--- config.mk ---
export PLATFORM = sky130hd
export DESIGN_NAME = decode_ctl
export DESIGN_NICKNAME = d
export VERILOG_FILES = /design/src/rtl/decode_ctl.sv
export SDC_FILE = /design/constraint.sdc
export NUM_CORES = 1
export LEC_CHECK = 0
export BUFFER_PORTS_ARGS = -buffer_cell sky130_fd_sc_hd__buf_4
export CAP_MARGIN = 20
export CORE_MARGIN = 3
export CORE_UTILIZATION = 64
export CTS_CLUSTER_SIZE = 14
export DETAILED_ROUTE_END_ITERATION = 12
export PLACE_DENSITY = 0.82
export SYNTH_ARGS = -nofsm -noshare
export SYNTH_HDL_FRONTEND = slang
export SYNTH_SLANG_ARGS = --single-unit
--- constraint.sdc ---
create_clock -name clk -period 5.9 [get_ports clk]
set_input_delay 0.295 -clock clk [delete_from_list [all_inputs] [get_ports clk]]
set_output_delay 0.295 -clock clk [all_outputs]
set_load 0.01 [all_outputs]
--- src/rtl/decode_ctl.sv ---
// Front-end sequencer: credit-limited sequential fetch, in-order response queue,
// one instruction per cycle to decode, redirect/flush with in-flight drain.
module decode_ctl #(
  parameter int              DEPTH    = 4,
  parameter int              XLEN     = 32,
  parameter logic [XLEN-1:0] RESET_PC = {XLEN{1'b0}}
) (
  input  logic            clk,
  input  logic            reset,
  output logic            fetch_req_fe,
  output logic [XLEN-1:0] fetch_pc_fe,
  input  logic            fetch_gnt_fe,
  input  logic            fetch_rsp_valid_fe,
  input  logic [31:0]     fetch_rsp_instr_fe,
  input  logic            stall_de0,
  input  logic            flush,
  input  logic [XLEN-1:0] flush_pc,
  output logic            valid_de0,
  output logic [31:0]     instr_de0,
  output logic [XLEN-1:0] pc_de0,
  output logic            empty
);

  localparam int AW = (DEPTH > 1) ? $clog2(DEPTH) : 1;
  localparam int CW = AW + 1;
  localparam logic [CW:0]     LP_DEPTH_W = (CW+1)'(DEPTH);
  localparam logic [CW-1:0]   LP_ZERO    = {CW{1'b0}};
  localparam logic [CW-1:0]   LP_ONE     = {{(CW-1){1'b0}}, 1'b1};
  localparam logic [AW-1:0]   LP_PTR_ONE = {{(AW-1){1'b0}}, 1'b1};
  localparam logic [XLEN-1:0] LP_FOUR    = {{(XLEN-3){1'b0}}, 3'b100};
  localparam logic [XLEN-1:0] LP_ALIGN   = {{(XLEN-2){1'b1}}, 2'b00};

  typedef enum logic [1:0] {
    ST_INIT  = 2'd0,
    ST_RUN   = 2'd1,
    ST_DRAIN = 2'd2
  } state_t;

  state_t          r_state, w_state_nxt;
  logic [CW-1:0]   r_count, w_count_nxt;
  logic [CW-1:0]   r_outst, w_outst_nxt;
  logic [AW-1:0]   r_wr_ptr, r_rd_ptr;
  logic [XLEN-1:0] r_fetch_pc, r_rsp_pc;
  logic [31:0]     r_q_instr [DEPTH];
  logic [XLEN-1:0] r_q_pc    [DEPTH];
  logic [CW:0]     w_used;
  logic            w_req, w_issue, w_push, w_pop, w_valid;
  logic [XLEN-1:0] w_flush_pc;

  // Credits are computed from registered occupancy/outstanding only.
  assign w_used     = {1'b0, r_count} + {1'b0, r_outst};
  assign w_req      = (r_state == ST_RUN) && (w_used < LP_DEPTH_W);
  assign w_issue    = w_req && fetch_gnt_fe;
  assign w_valid    = (r_state == ST_RUN) && (r_count != LP_ZERO);
  assign w_push     = fetch_rsp_valid_fe && (r_state == ST_RUN) && !flush;
  assign w_pop      = w_valid && !stall_de0 && !flush;
  assign w_flush_pc = flush_pc & LP_ALIGN;

  // Next state, outstanding and occupancy
  always_comb begin
    w_state_nxt = r_state;
    w_outst_nxt = r_outst;
    w_count_nxt = r_count;
    case ({w_issue, fetch_rsp_valid_fe})
      2'b10:   w_outst_nxt = r_outst + LP_ONE;
      2'b01:   w_outst_nxt = r_outst - LP_ONE;
      default: w_outst_nxt = r_outst;
    endcase
    if (flush) begin
      w_count_nxt = LP_ZERO;
    end else begin
      case ({w_push, w_pop})
        2'b10:   w_count_nxt = r_count + LP_ONE;
        2'b01:   w_count_nxt = r_count - LP_ONE;
        default: w_count_nxt = r_count;
      endcase
    end
    if (flush) begin
      if (w_outst_nxt != LP_ZERO) begin
        w_state_nxt = ST_DRAIN;
      end else begin
        w_state_nxt = ST_RUN;
      end
    end else begin
      case (r_state)
        ST_INIT: w_state_nxt = ST_RUN;
        ST_RUN:  w_state_nxt = ST_RUN;
        ST_DRAIN: begin
          if (w_outst_nxt == LP_ZERO) begin
            w_state_nxt = ST_RUN;
          end else begin
            w_state_nxt = ST_DRAIN;
          end
        end
        default: w_state_nxt = ST_INIT;
      endcase
    end
  end

  // Control state, pointers and PCs
  always_ff @(posedge clk or negedge reset) begin
    if (!reset) begin
      r_state    <= ST_INIT;
      r_count    <= LP_ZERO;
      r_outst    <= LP_ZERO;
      r_wr_ptr   <= {AW{1'b0}};
      r_rd_ptr   <= {AW{1'b0}};
      r_fetch_pc <= RESET_PC;
      r_rsp_pc   <= RESET_PC;
    end else begin
      r_state <= w_state_nxt;
      r_count <= w_count_nxt;
      r_outst <= w_outst_nxt;
      if (flush) begin
        r_wr_ptr   <= {AW{1'b0}};
        r_rd_ptr   <= {AW{1'b0}};
        r_fetch_pc <= w_flush_pc;
        r_rsp_pc   <= w_flush_pc;
      end else begin
        if (w_issue) r_fetch_pc <= r_fetch_pc + LP_FOUR;
        if (w_push) begin
          r_rsp_pc <= r_rsp_pc + LP_FOUR;
          r_wr_ptr <= r_wr_ptr + LP_PTR_ONE;
        end
        if (w_pop) r_rd_ptr <= r_rd_ptr + LP_PTR_ONE;
      end
    end
  end

  // Queue storage
  always_ff @(posedge clk or negedge reset) begin
    if (!reset) begin
      for (int i = 0; i < DEPTH; i++) begin
        r_q_instr[i] <= 32'h0000_0000;
        r_q_pc[i]    <= {XLEN{1'b0}};
      end
    end else if (w_push) begin
      r_q_instr[r_wr_ptr] <= fetch_rsp_instr_fe;
      r_q_pc[r_wr_ptr]    <= r_rsp_pc;
    end
  end

  assign fetch_req_fe = w_req;
  assign fetch_pc_fe  = r_fetch_pc;
  assign valid_de0    = w_valid;
  assign instr_de0    = (r_count != LP_ZERO) ? r_q_instr[r_rd_ptr] : 32'h0000_0000;
  assign pc_de0       = (r_count != LP_ZERO) ? r_q_pc[r_rd_ptr] : {XLEN{1'b0}};
  assign empty        = (r_count == LP_ZERO) && (r_outst == LP_ZERO);

  decode_ctl_chk #(.DEPTH(DEPTH), .XLEN(XLEN), .CW(CW)) u_chk (
    .clk          (clk),
    .reset        (reset),
    .i_req        (w_req),
    .i_gnt        (fetch_gnt_fe),
    .i_flush      (flush),
    .i_fetch_pc   (r_fetch_pc),
    .i_rsp_valid  (fetch_rsp_valid_fe),
    .i_outst      (r_outst),
    .i_count      (r_count)
  );

endmodule

// Protocol checks: no orphan responses, no overfill, stable PC while a request waits.
module decode_ctl_chk #(
  parameter int DEPTH = 4,
  parameter int XLEN  = 32,
  parameter int CW    = 3
) (
  input logic            clk,
  input logic            reset,
  input logic            i_req,
  input logic            i_gnt,
  input logic            i_flush,
  input logic [XLEN-1:0] i_fetch_pc,
  input logic            i_rsp_valid,
  input logic [CW-1:0]   i_outst,
  input logic [CW-1:0]   i_count
);

  localparam logic [CW-1:0] LP_DEPTH_C = CW'(DEPTH);

  logic            r_hold;
  logic [XLEN-1:0] r_pc;

  // Remember a pending, ungranted, unflushed request and its PC
  always_ff @(posedge clk or negedge reset) begin
    if (!reset) begin
      r_hold <= 1'b0;
      r_pc   <= {XLEN{1'b0}};
    end else begin
      r_hold <= i_req && !i_gnt && !i_flush;
      r_pc   <= i_fetch_pc;
    end
  end

  a_rsp_orphan: assert property (@(posedge clk) disable iff (!reset)
    !(i_rsp_valid && (i_outst == {CW{1'b0}})));
  a_overfill: assert property (@(posedge clk) disable iff (!reset)
    (i_count <= LP_DEPTH_C));
  a_pc_stable: assert property (@(posedge clk) disable iff (!reset)
    (!r_hold || (i_fetch_pc == r_pc)));

endmodule

## After elaboration in Yosys (flattened, before gate mapping)

Index checks and enable logic that the tools add are counted.

| word-level totals | value |
|---|---|
| flip-flop bits (word level) | 332 |
| bits in latches | 0 |
| RAM bits | 0 |
| bits in read-only memories | 0 |
| bits of input ports | 70 |
| output and inout bits | 99 |
| logic and storage cells | 85 |
| memories | 0 |

| cells by class | value |
|---|---|
| $add $sub $neg | 9 |
| multiply operators | 0 |
| divide/modulo/power cells | 0 |
| $lt $le $gt $ge | 4 |
| equal/unequal tests | 6 |
| shifts and indexed selects | 0 |
| mux-type cells | 27 |
| bitwise gates (word level) | 2 |
| reduce and logical (&&, ||, !) cells | 22 |

Operators with widths:

| cell | count |
|---|---|
| $mux W32 | 11 |
| $bwmux W128 | 2 |
| $bmux W32 S2 | 2 |
| $add A32 B3 Y32 const B | 2 |
| $demux W32 S2 | 1 |
| $mux W2 | 7 |
| $pmux W3 S2 | 2 |
| $logic_and A1 B1 Y1 | 9 |
| $logic_not A3 Y1 | 3 |
| $reduce_bool A3 Y1 | 3 |
| $add A3 B1 Y3 const B | 2 |
| $eq A2 B1 Y1 const B | 3 |
| $eq A2 B2 Y1 const B | 3 |
| $ge A3 B3 Y1 const B | 2 |
| $not A2 Y3 | 2 |
| $reduce_bool A2 Y1 | 3 |
| $sub A3 B1 Y3 const B | 2 |
| $add A2 B1 Y2 const B | 2 |
| $add A3 B3 Y4 | 1 |
| $lt A4 B3 Y1 const B | 1 |
| $pmux W2 S2 | 1 |
| $lt A3 B1 Y1 const B | 1 |
| $mux W3 | 1 |
| $logic_not A1 Y1 | 2 |
| 2 further kinds | 2 |

## Logic depth before layout (Yosys ltp)

Gate-level depths: netlist of run 1.

| logic depth | value |
|---|---|
| word-level depth | 10 |
| depth in mapped cells | 14 |
| depth with buffers taken out | 12 |

## Least setup slack after synthesis of run 1

No wires, ideal clock.

| timing | value |
|---|---|
| path kind | register to register |
| start | reg r_count[1] |
| end | reg r_state[1] |
| setup time | 0.141 ns |
| arrival | 2.473 ns |
| data required time | 5.759 ns |
| setup slack | 3.286 ns |
| stages on the path, launching flop included | 15 |
| path buffers | 2 |
| clock period less this slack | 2.614 ns |
| path through | dfrtp_1 ha_1 nand3_1 and4b_1 buf_2 buf_2 inv_1 ha_1 inv_1 fa_1 xor2_1 nor2_1 xnor2_1 nand3_1 a21boi_0 |

| between the ends | value |
|---|---|
| longest elaborated chain between the ends | 10 |
| elaborated cells between the ends (all ways) | 13 |
| classes of those cells | add/sub: 1; order compare: 1; eq/ne: 2; mux: 5; reduce/logical: 4 |

RTL lines:

| what | RTL line | text |
|---|---|---|
| start, declared | 40 | `logic [CW-1:0] r_count, w_count_nxt;` |
| start signal, assigned | 112 | `r_count <= w_count_nxt;` |
| $add A3 B3 Y4 * | 51 | `assign w_used = {1'b0, r_count} + {1'b0, r_outst};` |
| $lt A4 B3 Y1 * | 52 | `assign w_req = (r_state == ST_RUN) && (w_used < LP_DEPTH_W);` |
| $logic_and A1 B1 Y1 * | 52 |  |
| $logic_and A1 B1 Y1 * | 53 | `assign w_issue = w_req && fetch_gnt_fe;` |
| $eq A2 B1 Y1 or $eq A2 B2 Y1 (tied branches) | 64 | `case ({w_issue, fetch_rsp_valid_fe})` |
| $pmux W3 S2 * | 64 |  |
| $logic_not A3 Y1 | 89 | `if (w_outst_nxt == LP_ZERO) begin` |
| $mux W2 | 89 |  |
| $pmux W2 S2 | 85 | `case (r_state)` |
| $mux W2 * | 78 | `if (flush) begin` |
| net w_state_nxt[1] | 39 | `state_t r_state, w_state_nxt;` |
| end signal, assigned | 111 | `r_state <= w_state_nxt;` |
| end, declared | 39 |  |

Mark *: on every way through the listed nets, which the timed path passes. The rest lies on a longest branch.
A chain may end at the register's enable or synchronous reset.

## Final worst setup path of run 1

| timing | value |
|---|---|
| start | reg r_rd_ptr[0] |
| end | out pc_de0[2] |

| between the ends | value |
|---|---|
| longest elaborated chain between the ends | 5 |

RTL lines:

| what | RTL line | text |
|---|---|---|
| start, declared | 42 | `logic [AW-1:0] r_wr_ptr, r_rd_ptr;` |
| start signal, assigned | 107 | `r_rd_ptr <= {AW{1'b0}};` |
| start signal, assigned | 116 | `r_rd_ptr <= {AW{1'b0}};` |
| start signal, assigned | 125 | `if (w_pop) r_rd_ptr <= r_rd_ptr + LP_PTR_ONE;` |
| $not A2 Y3 (implied by the code) | 147 | `assign pc_de0 = (r_count != LP_ZERO) ? r_q_pc[r_rd_ptr] : {XLEN{1'b0}};` |
| $bmux W32 S2 | 147 |  |
| $mux W32 (implied by the code) (2 in series) | 147 |  |
| $mux W32 | 147 |  |
| end, declared | 20 | `output logic [XLEN-1:0] pc_de0,` |

No other way between the ends. The select of a mux whose other input is x is not followed.

==> results by group, run 1 <==
Yosys
  – Mean Syn Cell Area: 13.6 sq um
  – Ys async rst share: 1.00
  – EDFF count, synth: 0
  – Mapped Cells: 1120
  – Seq/Total Area, Yosys: 0.527
  – YS warnings: 0
  – Dominant cells by area after synthesis: dfrtp_1, mux2_2, mux4_2
  – Flops & latches, synth: 320
  – Count of cell types in the netlist: 46
  – Cell area after synthesis: 0.0152 sq mm
  – Yosys top cell by area: dfrtp_1
  – Top FF cell, synth: dfrtp_1
  – Yosys top cell area share: 0.527

Pwr
  – VDD IR max: 280 uV
  – Leakage power: 8.25 nW
  – Comb power frac: 0.182
  – Sequential power share: 0.455
  – Sw Share: 0.251
  – Clock network fraction of total power: 0.363
  – Power per cell area: 342 mW/mm^2
  – Internal power: ~0.0045 W
  – Psw: 0.00152 W

Hold path
  – Worst min-delay path class: in -> reg
  – Hold Startpoint: flush_pc[13]

Detailed routing
  – Drt first pass iters: 5
  – Final ANT Viol Nets: 0
  – DRC: 0
  – Number of DRC markers in iteration 0: 651
  – Via Count: between 9000 and 10000
  – Vias per inst: 6.08
  – Drt wl/cell: ~21 um
  – Wirelength, routed: 33.0 mm

STA
  – Final hold violation count: 0
  – Worst hold margin: 0.0405 ns
  – Slew Viols, Final: 0
  – Crit share post-route: 0.564
  – Final Critical Period: 3.33 ns
  – Setup-failing EPs final: 0
  – RSZ-0062 raised after global routing: no
  – Relative slew slack: 0.348
  – Fmax: 301 MHz
  – Worst Skew: between 0.009 and 0.01 ns
  – Worst Tran Pin Value: 0.978 ns
  – TNS Setup: 0 ns

Critical path
  – CP cell instances: buf_4, mux4_2, nor2b_1, buf_4
  – Setup CP Type: reg -> out
  – Sum of buffers and inverters on the critical path: 2
  – Crit path required time: between 5 and 6 ns
  – Cell mode on critical path: buf_4
  – CP max stage cell: dfrtp_4
  – R2r startpoint: r_count[2]$_DFFE_PN0P_
  – Max incr delay on CP: roughly 0.98 ns
  – Setup crit start kind: flip-flop
  – Critical path capture point type: output port
  – Arrival time worst endpoint: a little over 3 ns
  – Worst setup path start: r_rd_ptr[0]$_DFFE_PN0P_
  – CP max FO: 39
  – Worst path top cell family by delay: flip-flops

Clocking
  – PostCTS Resize Cnt: 0
  – Worst-path clk slew: 0.06 ns
  – H-tree Lvls: 2
  – CTS buffer count: 35
  – CTS sink cnt: 320
  – Clock tree from TritonCTS: yes
  – Skew-Pair Late Insertion Delay: 0.50 ns
  – Clock Path Buffers: 3
  – Clk root buf: clkbuf_16

GRT
  – GRT Util Overall: 0.262
  – Vias in the first global route: 10200
  – Total grt overflow: 0
  – Largest net degree at the start of global routing: 153
  – First-pass GRT wire length: 54.1 mm
  – Initial antenna violation count: 0

Floorplanning
  – DIE HEIGHT: 160 um
  – Initial Utilization: 0.661
  – Number of top-level pins: about 170
  – Core Region: approximately 0.023 sq mm
  – Die Wd: 160 um
  – FP Rows: 55
  – Die area: 0.0256 sq mm

Placement
  – Placed Cells: 1524
  – RePlAce Congestion: 0.807
  – DP HPWL: 20.3 mm
  – Port Buffers: around 160

Layout
  – Synthesis-to-layout area growth: 16.8%
  – Final Non-Filler Cells: 1588
  – Layout cells sized above 1: 0.446
  – Antenna Cells: 0
  – Fin nets: 1331

Status
  – Status: finished clean

Job
  – Max-cap violations: 0
[layer usage]
| layer | wire length [um] | GRT usage |
|---|---|---|
| met3 | 1540 | 0.0425 |
| met5 | 0 | 0 |
| met2 | 16300 | 0.429 |
| met4 | 631 | 0.0726 |
| met1 | 14500 | 0.370 |
[worst reg2reg max path: cells and delay by family, from the launching register on]
kind,cells,cell delay (ns)
compound gates,1,0.22
mux,1,0.28
flops,1,0.42
buf+inv,3,0.43
simple gates,3,0.52
fa+ha+maj,3,0.92
[cell usage in the layout, fill, tap and decap left out, types with 4 or more instances in the layout]
| cell type | netlist | layout |
|---|---|---|
| a21boi_0 | 10 | 10 |
| a21oi_1 | 9 | 9 |
| a31oi_1 | 16 | 16 |
| and2_1 | 8 | 8 |
| and3_1 | 8 | 8 |
| buf_4 | 4 | 171 |
| clkbuf_1 | 40 | 5 |
| clkbuf_16 | 0 | 37 |
| clkbuf_8 | 0 | 9 |
| clkinv_2 | 0 | 8 |
| conb_1 | 1 | 4 |
| dfrtp_1 | 320 | 318 |
| ha_1 | 9 | 9 |
| inv_1 | 15 | 14 |
| mux2_2 | 261 | 261 |
| mux4_2 | 62 | 62 |
| nand2_1 | 38 | 34 |
| nand2_2 | 0 | 4 |
| nand2b_1 | 9 | 9 |
| nand3_1 | 22 | 22 |
| nand4_1 | 24 | 24 |
| nor2_1 | 31 | 31 |
| nor2b_1 | 63 | 63 |
| nor3_1 | 9 | 8 |
| nor4_1 | 5 | 5 |
| o21ai_0 | 20 | 20 |
| o31a_1 | 5 | 5 |
| o31ai_1 | 6 | 6 |
| or3_1 | 8 | 8 |
| or4_1 | 7 | 7 |
| xnor2_1 | 29 | 29 |
| xor2_1 | 21 | 21 |
[state kept, by name, indices dropped and copies added (netlist names)]
signal,cells
r_rd_ptr,2
r_wr_ptr,2
r_q_pc,120
r_state,2
fetch_pc_fe,30
r_rsp_pc,30
r_outst,3
r_count,3
r_q_instr,128
[area by class of cell]
class,instances,area [sq um]
repair buffers,175,1340
inverters,15,56.3
fillers,1442,5240
flip-flops and latches,320,8010
clock buffers,51,1070
multi-input cells,703,6770
well taps,313,392
clock inverters,11,109
[power by group through the flow]
| stage | clock network (W) | registers, W | logic [W] |
|---|---|---|---|
| CTS | 0.00223 | 0.00276 | 0.00112 |
| finish | 0.00220 | 0.00276 | 0.00110 |
| detailed placement | 0 | 0.00279 | 0.00111 |
| global placement | 0 | 0.00277 | 0.00107 |
| floorplan | 0 | 0.00270 | 0.000800 |
| global route | 0.00233 | 0.00280 | 0.00121 |
[cells by family (layout without fill, tap and decap cells)]
logic type,count (synthesis),after routing,share of synthesized area
other cells,1,4,0.000247
buf+inv,100,252,0.0293
compound gates,68,68,0.0277
flops,320,320,0.527
simple gates,246,246,0.0912
xor+xnor,50,50,0.0288
mux,324,324,0.286
fa+ha+maj,11,11,0.0100
[stage by stage]
step	util	total power, W	cell area [sq um]	setup WS, ns
4_1_cts	0.772	0.00611	17700	2.45
3_3_place_gp	0.720	0.00383	16600	3.02
5_1_grt	0.772	0.00634	17700	2.32
2_1_floorplan	-	0.00350	15200	3.29
6_report	0.772	0.00606	17700	2.57
3_5_place_dp	0.720	0.00390	16600	3.00
[synth_stat cells, types with 6 or more instances]
library cell  count
dfrtp_1         320
mux2_2          261
nor2b_1          63
mux4_2           62
clkbuf_1         40
nand2_1          38
buf_2            36
nor2_1           31
xnor2_1          29
nand4_1          24
nand3_1          22
xor2_1           21
o21ai_0          20
a31oi_1          16
inv_1            15
a21boi_0         10
a21oi_1           9
ha_1              9
nand2b_1          9
nor3_1            9
and2_1            8
and3_1            8
or3_1             8
or4_1             7
o31ai_1           6
[worst paths after layout]
path,to,slack (ns),cells past startpoint
setup / recovery,pc_de0[2],2.57,4
hold / removal,r_rsp_pc[13]$_DFFE_PN0N_,0.04,2
setup reg to reg,r_state[1]$_DFF_PN0_,3.03,11
hold reg to reg,r_q_pc[26]$_DFFE_PN0P_,0.48,2
max in group asynchronous,r_rd_ptr[0]$_DFFE_PN0P_,4.02,3
min in group asynchronous,r_q_instr[52]$_DFFE_PN0P_,0.43,2
[what timing repair did]
item,CTS,global route
setup buffers,0,0
hold buffers,1,0
endpoints found under the hold margin,105,0
Note: power is estimated with default switching activity, not from simulation.
==> inputs of run 2 (changes only) <==
--- a/config.mk
+++ b/config.mk
@@ -8,10 +8,10 @@
 export BUFFER_PORTS_ARGS = -buffer_cell sky130_fd_sc_hd__buf_4
 export CAP_MARGIN = 20
 export CORE_MARGIN = 3
-export CORE_UTILIZATION = 64
+export CORE_UTILIZATION = 59
 export CTS_CLUSTER_SIZE = 14
 export DETAILED_ROUTE_END_ITERATION = 12
-export PLACE_DENSITY = 0.82
+export PLACE_DENSITY = 0.76
 export SYNTH_ARGS = -nofsm -noshare
 export SYNTH_HDL_FRONTEND = slang
 export SYNTH_SLANG_ARGS = --single-unit
==> constraint.sdc (replaced) <==
create_clock -name clk -period 3.2 [get_ports clk]
set_input_delay 0.16 -clock clk [delete_from_list [all_inputs] [get_ports clk]]
set_output_delay 0.16 -clock clk [all_outputs]
set_load 0.01 [all_outputs]
==> run 2 against run 1 <==
  * Power up 87%
  * Largest power group unchanged
  * Largest cell class unchanged
  * Sequential cell count stayed put
  * Utilization shrank 4.0 points
  * First-iteration DRC count down 3.7%
==> results by group, run 2 (same netlist as run 1, synthesis figures left out) <==
Clocking
  – Skew-Pair Late Insertion Delay: 0.52 ns (+0.02 ns)
  – CTS buffer count: 35 (unchanged)
  – Worst-path clk slew: 0.06 ns (about the same)
  – Clk root buf: clkbuf_16
  – Post-CTS Hold Buffers: 60 (+59)
  – H-tree Lvls: 2 (unchanged)
  – CTS sink cnt: 320 (unchanged)
  – PostCTS Resize Cnt: 0 (unchanged)
  – Post-CTS setup buffers: 0 (unchanged)
  – Clock Path Buffers: 3 (unchanged)
  – Clock tree from TritonCTS: yes

Layout
  – Design area: 0.0185 sq mm (+4.2%)
  – Most frequent cells in the layout: dfrtp_1, mux2_2, buf_4, nor2b_1, mux4_2
  – Fin nets: 1397 (+5.0%)
  – Filler cells: 1665 (+15%)
  – Commonest non-fill, non-tap cell in the layout: dfrtp_1
  – Max reg flops: 128 (unchanged)
  – Antenna Cells: 0 (unchanged)
  – Final Non-Filler Cells: 1673 (+5.4%)
  – Biggest register: r_q_instr
  – Biggest regs: r_q_instr x128, r_q_pc x120
  – Layout cells sized above 1: 0.427 (-0.0189)
  – Synthesis-to-layout area growth: 21.7%

Pwr
  – Power per cell area: 613 mW/mm^2 (+79%)
  – Psw: 0.00285 W (+87%)
  – Comb power frac: 0.186 (+0.004)
  – Leakage power: 8.55 nW (+3.7%)
  – Sequential power share: 0.449 (-0.006)
  – Sw Share: 0.251 (about the same)
  – Internal power: 0.00849 W (+87%)
  – Clock network fraction of total power: 0.365 (+0.002)
  – Total power: 0.0113 W (+87%)
  – VDD IR max: 506 uV (+80%)

Critical path
  – Sum of buffers and inverters on the critical path: 1 (-1)
  – CP cell instances: ha_1, nor3_1, and4b_1, buf_4, nand3_1, or4_1, a31oi_1
  – Max incr delay on CP: 0.61 ns (-0.37 ns)
  – Setup CP Type: reg -> reg
  – Worst path top cell family by delay: simple AND/OR/NAND/NOR gates
  – CP max FO: 21 (-46%)
  – Crit path required time: 3.63 ns (-1.98 ns)
  – Setup crit start kind: flip-flop
  – Critical path capture point type: flip-flop
  – Arrival time worst endpoint: 3.10 ns (+0.07 ns)
  – CP max stage cell: or4_1

STA
  – Worst Skew: 0.0161 ns (+0.00655 ns)
  – Fmax: 374 MHz
  – Worst Tran Pin Value: 0.997 ns (+0.0183 ns)
  – Crit share post-route: 0.835
  – RSZ-0062 raised after global routing: no
  – Final Critical Period: 2.67 ns
  – Relative slew slack: 0.336 (-0.0122)
  – Worst hold margin: 0.0225 ns (-0.0179 ns)
  – Final hold violation count: 0 (unchanged)
  – Setup-failing EPs final: 0 (unchanged)
  – TNS Setup: 0 ns (unchanged)
  – Slew Viols, Final: 0 (unchanged)

Detailed routing
  – Vias per inst: 5.90 (-2.9%)
  – Max Used Layer: met4
  – Via Count: 9875 (+2.3%)
  – Number of DRC markers in iteration 0: 627 (-3.7%)
  – Drt first pass iters: 5 (unchanged)
  – Met3 WL: 1.41 mm (-8.0%)
  – Metal2 WL: 17.1 mm (+4.8%)
  – Wirelength, routed: 34.0 mm (+3.0%)
  – M1 wire length: 14.8 mm (+2.0%)
  – DRC: 0 (unchanged)
  – Drt wl/cell: 20.3 um (-2.2%)
  – Final ANT Viol Nets: 0 (unchanged)

Placement
  – RePlAce Congestion: 0.800 (-0.89%)
  – Port Buffers: 162 (unchanged)
  – Placed Cells: 1549 (+1.6%)
  – DP HPWL: 20.8 mm (+2.5%)
  – Area after DPL: 0.0167 sq mm (+0.87%)

Floorplanning
  – Die area: 0.0277 sq mm (+8.1%)
  – Die Wd: 167 um (+4.0%)
  – Number of top-level pins: 169 (unchanged)
  – DIE HEIGHT: 167 um (+4.0%)
  – Initial Utilization: 0.602 (-0.0594)
  – Core Region: 0.0253 sq mm (+9.9%)
  – FP Rows: 58 (+5.5%)

GRT
  – Initial antenna violation count: 0 (unchanged)
  – First-pass GRT wire length: 55.8 mm (+3.0%)
  – Total grt overflow: 0 (unchanged)
  – Vias in the first global route: 10600 (+3.2%)
  – Largest net degree at the start of global routing: 97 (-37%)
  – GRT Util Overall: 0.248 (-0.0140)

Hold path
  – Worst min-delay path class: in -> reg

Job
  – Max-cap violations: 0 (unchanged)

Status
  – Status: finished clean
## run 2: changes by cell type in the layout (fill, tap and decap cells not counted), moves of 2 or more
| cell | before | now |
|---|---|---|
| dlygate4sd3_1 | 1 | 60 |
| buf_12 | 1 | 6 |
| clkbuf_1 | 5 | 9 |
| buf_4 | 171 | 174 |
| clkbuf_8 | 9 | 6 |
| bufinv_16 | 2 | 4 |
| clkinv_2 | 8 | 6 |
## run 2: metal layers
metal	up-vias	track usage
met5	-	0
met4	0	0.0642
met3	48	0.0347
met2	213	0.425
met1	5166	0.339
li1	4448	-
## run 2: per-stage QoR
| stage | setup slack, ns | utilization |
|---|---|---|
| 2_1_floorplan | 0.586 | - |
| 3_3_place_gp | 0.626 | 0.661 |
| 3_5_place_dp | 0.541 | 0.661 |
| 4_1_cts | 0.508 | 0.733 |
| 5_1_grt | 0.346 | 0.733 |
| 6_report | 0.529 | 0.733 |
## run 2: final timing paths
kind / from / to / slack, ns / depth (start not counted)
min reg2reg: r_q_pc[41]$_DFFE_PN0P_ / r_q_pc[41]$_DFFE_PN0P_ / 0.48 / 2
min: flush_pc[23] / fetch_pc_fe[23]$_DFFE_PN0N_ / 0.02 / 3
max in group asynchronous: reset / r_q_pc[15]$_DFFE_PN0P_ / 1.92 / 3
max: r_count[2]$_DFFE_PN0P_ / fetch_pc_fe[31]$_DFFE_PN0N_ / 0.53 / 7
min in group asynchronous: reset / r_q_instr[120]$_DFFE_PN0P_ / 0.29 / 2
max reg2reg: r_count[2]$_DFFE_PN0P_ / fetch_pc_fe[31]$_DFFE_PN0N_ / 0.53 / 7
## run 2: power by group through the flow
| stage | Combinational, W | Sequential, W | Clock (W) |
|---|---|---|---|
| after floorplan | 0.00148 | 0.00498 | 0 |
| after global placement | 0.00198 | 0.00510 | 0 |
| after detailed placement | 0.00205 | 0.00514 | 0 |
| after CTS | 0.00213 | 0.00508 | 0.00422 |
| after global routing | 0.00231 | 0.00517 | 0.00439 |
| final | 0.00211 | 0.00509 | 0.00414 |
## run 2: cell type report
class / instances / area, sq um / area share
Clock buffer: 51 / 1020 / 0.0550
Clock inverter: 13 / 184 / 0.00994
Inverter: 15 / 56.3 / 0.00304
Multi-Input combinational cell: 703 / 6770 / 0.366
Sequential cell: 320 / 8010 / 0.433
Tap cell: 330 / 413 / 0.0223
Timing Repair Buffer: 241 / 2040 / 0.110
## run 2: worst reg2reg max path, cell delays in order (launching register included)
cell,delay (ns)
dfrtp_1,0.41
ha_1,0.30
nor3_1,0.16
and4b_1,0.25
buf_4,0.27
nand3_1,0.41
or4_1,0.61
a31oi_1,0.17
==> inputs of run 3 (changes only) <==
--- a/config.mk
+++ b/config.mk
@@ -5,6 +5,7 @@
 export SDC_FILE = /design/constraint.sdc
 export NUM_CORES = 1
 export LEC_CHECK = 0
+export ABC_AREA = 1
 export BUFFER_PORTS_ARGS = -buffer_cell sky130_fd_sc_hd__buf_4
 export CAP_MARGIN = 20
 export CORE_MARGIN = 3
==> constraint.sdc (replaced) <==
create_clock -name clk -period 2.7 [get_ports clk]
set_input_delay 0.135 -clock clk [delete_from_list [all_inputs] [get_ports clk]]
set_output_delay 0.135 -clock clk [all_outputs]
set_load 0.01 [all_outputs]
==> run 3 against run 2 <==
  * Worst setup slack got worse by 0.39 ns
  * Combinational power increased by 33%
  * Clock power increased by 12%
  * Critical path depth decreased by 2
  * Power increased by 20%
  * Die area increased by 5.2%
  * First-iteration DRC count increased by 120%
==> results by group, run 3 <==
Status
  – Status: finished clean

Floorplanning
  – Initial Utilization: 0.608 (+0.00626)
  – Number of top-level pins: 169 (unchanged)
  – DIE HEIGHT: 171 um (+2.6%)
  – FP Rows: 59 (+1.7%)
  – Core Region: 0.0264 sq mm (+4.4%)
  – Die area: 0.0292 sq mm (+5.2%)
  – Die Wd: 171 um (+2.6%)

Hold path
  – Worst min-delay path class: in -> reg
  – Hold Startpoint: flush_pc[28]

Layout
  – Most frequent cells in the layout: nand2_1, nor2_1, dfrtp_1, o21ai_1, buf_4
  – Synthesis-to-layout area growth: 19.6%
  – Filler cells: 2098 (+26%)
  – Final Non-Filler Cells: 2659 (+59%)
  – Footprint of the multi-input gates: 0.00695 sq mm (+2.5%)
  – Biggest regs: r_q_instr x128, r_q_pc x120
  – Max reg flops: 128 (unchanged)
  – Biggest register: r_q_instr
  – Antenna Cells: 0 (unchanged)
  – Layout cells sized above 1: 0.115 (-0.313)
  – Fin nets: 2382 (+71%)
  – Register area: 0.00801 sq mm (unchanged)
  – Commonest non-fill, non-tap cell in the layout: nand2_1

Clocking
  – Clk root buf: clkbuf_16
  – Skew-Pair Late Insertion Delay: 0.52 ns (about the same)
  – H-tree Lvls: 2 (unchanged)
  – Worst-path clk slew: 0.06 ns (about the same)
  – CTS sink cnt: 320 (unchanged)
  – Clock Path Buffers: 3 (unchanged)
  – CTS buffer count: 36 (+2.9%)
  – Clock tree from TritonCTS: yes
  – Post-CTS setup buffers: 0 (unchanged)

Critical path
  – Reg2reg setup slack: 0.21 ns (-0.32 ns)
  – Reg2Reg Depth: 15 (+8)
  – Critical path capture point type: output port
  – Worst setup path start: r_rd_ptr[0]$_DFFE_PN0P_
  – R2r startpoint: r_count[1]$_DFFE_PN0P_
  – Worst Setup EP: pc_de0[16]
  – Crit path required time: 2.57 ns (-1.06 ns)
  – R2r endpoint: r_state[0]$_DFF_PN0_
  – Setup CP Type: reg -> out
  – Setup crit start kind: flip-flop
  – CP max FO: 27 (+29%)
  – Arrival time worst endpoint: 2.43 ns (-0.67 ns)

Yosys
  – Dominant cells by area after synthesis: dfrtp_1, nand2_1, nor2_1
  – Seq/Total Area, Yosys: 0.500 (-0.0272)
  – Cell area after synthesis: 0.0160 sq mm (+5.4%)
  – Top FF cell, synth: dfrtp_1
  – Most common cell in the netlist: nand2_1
  – YS warnings: 0 (unchanged)
  – Count of cell types in the netlist: 38 (-17%)
  – EDFF count, synth: 0 (unchanged)
  – Yosys top cell by area: dfrtp_1
  – Post-synth top cells: nand2_1, nor2_1, dfrtp_1
  – Flops & latches, synth: 320 (unchanged)
  – Mean Syn Cell Area: 7.55 sq um (-44%)
  – Ys async rst share: 1.00 (unchanged)
  – Mapped Cells: 2123 (+90%)
  – Yosys top cell area share: 0.500 (-0.0272)

Detailed routing
  – Number of DRC markers in iteration 0: 1398 (+120%)
  – Final ANT Viol Nets: 0 (unchanged)
  – Drt wl/cell: 16.4 um (-19%)
  – Wirelength, routed: 43.7 mm (+28%)
  – Drt first pass iters: 5 (unchanged)
  – Vias per inst: 5.59 (-5.3%)
  – Via Count: 14900 (+50%)
  – DRC: 0 (unchanged)

Placement
  – RePlAce Congestion: 0.955 (+19%)
  – DP HPWL: 27.4 mm (+32%)
  – Port Buffers: 162 (unchanged)
  – Placed Cells: 2536 (+64%)

Pwr
  – Power per cell area: 709 mW/mm^2 (+16%)
  – VDD IR max: 585 uV (+16%)
  – Clock network fraction of total power: 0.342 (-0.023)
  – Psw: 0.00412 W (+44%)
  – Sequential power share: 0.452 (+0.003)
  – Internal power: 0.00947 W (+12%)
  – Leakage power: 9.11 nW (+6.5%)
  – Comb power frac: 0.206 (+0.020)
  – Sw Share: 0.303 (+0.0516)

STA
  – Slew Viols, Final: 0 (unchanged)
  – Relative slew slack: 0.412 (+0.0764)
  – Fmax: 390 MHz
  – Final hold violation count: 0 (unchanged)
  – Crit share post-route: 0.949
  – Final Critical Period: 2.56 ns
  – RSZ-0062 raised after global routing: no
  – TNS Setup: 0 ns (unchanged)
  – Worst hold margin: 0.00918 ns (-0.0134 ns)
  – Setup-failing EPs final: 0 (unchanged)
  – Worst Tran Pin Value: 0.882 ns (-0.115 ns)
  – Worst Skew: 0.0198 ns (+0.00371 ns)

Job
  – Max-cap violations: 0 (unchanged)

GRT
  – First-pass GRT wire length: 71.4 mm (+28%)
  – Total grt overflow: 0 (unchanged)
  – GRT Util Overall: 0.300 (+0.0521)
  – Vias in the first global route: 14200 (+35%)
  – Largest net degree at the start of global routing: 125 (+29%)
  – Initial antenna violation count: 0 (unchanged)
run 3: power groups by stage:
stage          Combinational, W  Sequential, W  Clock (W)
2_1_floorplan           0.00183        0.00608          0
3_3_place_gp            0.00262        0.00616          0
3_5_place_dp            0.00272        0.00620          0
4_1_cts                 0.00281        0.00612    0.00472
5_1_grt                 0.00323        0.00623    0.00497
6_report                0.00280        0.00614    0.00465
run 3: area by class of cell:
| class | instances | area share |
|---|---|---|
| Tap cell | 335 | 0.0219 |
| Clock inverter | 5 | 0.00202 |
| Timing Repair Buffer | 254 | 0.114 |
| Clock buffer | 56 | 0.0568 |
| Sequential cell | 320 | 0.418 |
| Inverter | 126 | 0.0248 |
| Multi-Input combinational cell | 1563 | 0.362 |
run 3: cells by family after synthesis:
logic type,synth area share
buffers and inverters,0.0681
DFF,0.500
xor gates and xnor gates,0.0115
other,0.000234
AOI/OAI and AO/OA,0.153
adders and majority gates,0.00952
and+or+nand+nor,0.258
run 3: routing by layer:
layer | vias to the layer above | wire length, um | GRT usage
li1 | 7171 | - | -
met1 | 7075 | 19000 | 0.418
met2 | 544 | 21100 | 0.505
met3 | 68 | 2720 | 0.0363
met4 | 0 | 885 | 0.0770
met5 | - | 0 | 0
run 3: worst max-delay path, cell delays in order, from the launching register on:
cell,delay [ns]
dfrtp_4,0.60
inv_2,0.35
buf_4,0.35
o21ai_0,0.16
a21oi_1,0.25
buf_4,0.18
run 3: worst min-delay path by stage:
stage          cells after the start  slack, ns                           to
6_report                           5      0.009  fetch_pc_fe[28]$_DFFE_PN0N_
5_1_grt                            5       0.05  fetch_pc_fe[19]$_DFFE_PN0N_
4_1_cts                            5  0.0000001  fetch_pc_fe[28]$_DFFE_PN0N_
3_5_place_dp                       1       0.18    r_q_instr[89]$_DFFE_PN0P_
3_3_place_gp                       1       0.18    r_q_instr[89]$_DFFE_PN0P_
2_1_floorplan                      0      -0.16  fetch_pc_fe[10]$_DFFE_PN0N_
run 3: what timing repair did:
item,in CTS,in global routing
hold buffers,62,0
hold endpoints to repair,251,0
resized for setup,0,0
run 3: per-stage QoR:
stage | setup WS [ns] | total power, W | utilization | instance area (sq um)
4_1_cts | 0.149 | 0.0137 | 0.728 | 19200
3_3_place_gp | 0.366 | 0.00878 | 0.661 | 17400
3_5_place_dp | 0.212 | 0.00892 | 0.661 | 17400
2_1_floorplan | 0.420 | 0.00791 | - | 16000
6_report | 0.139 | 0.0136 | 0.728 | 19200
5_1_grt | 0.0172 | 0.0144 | 0.728 | 19200
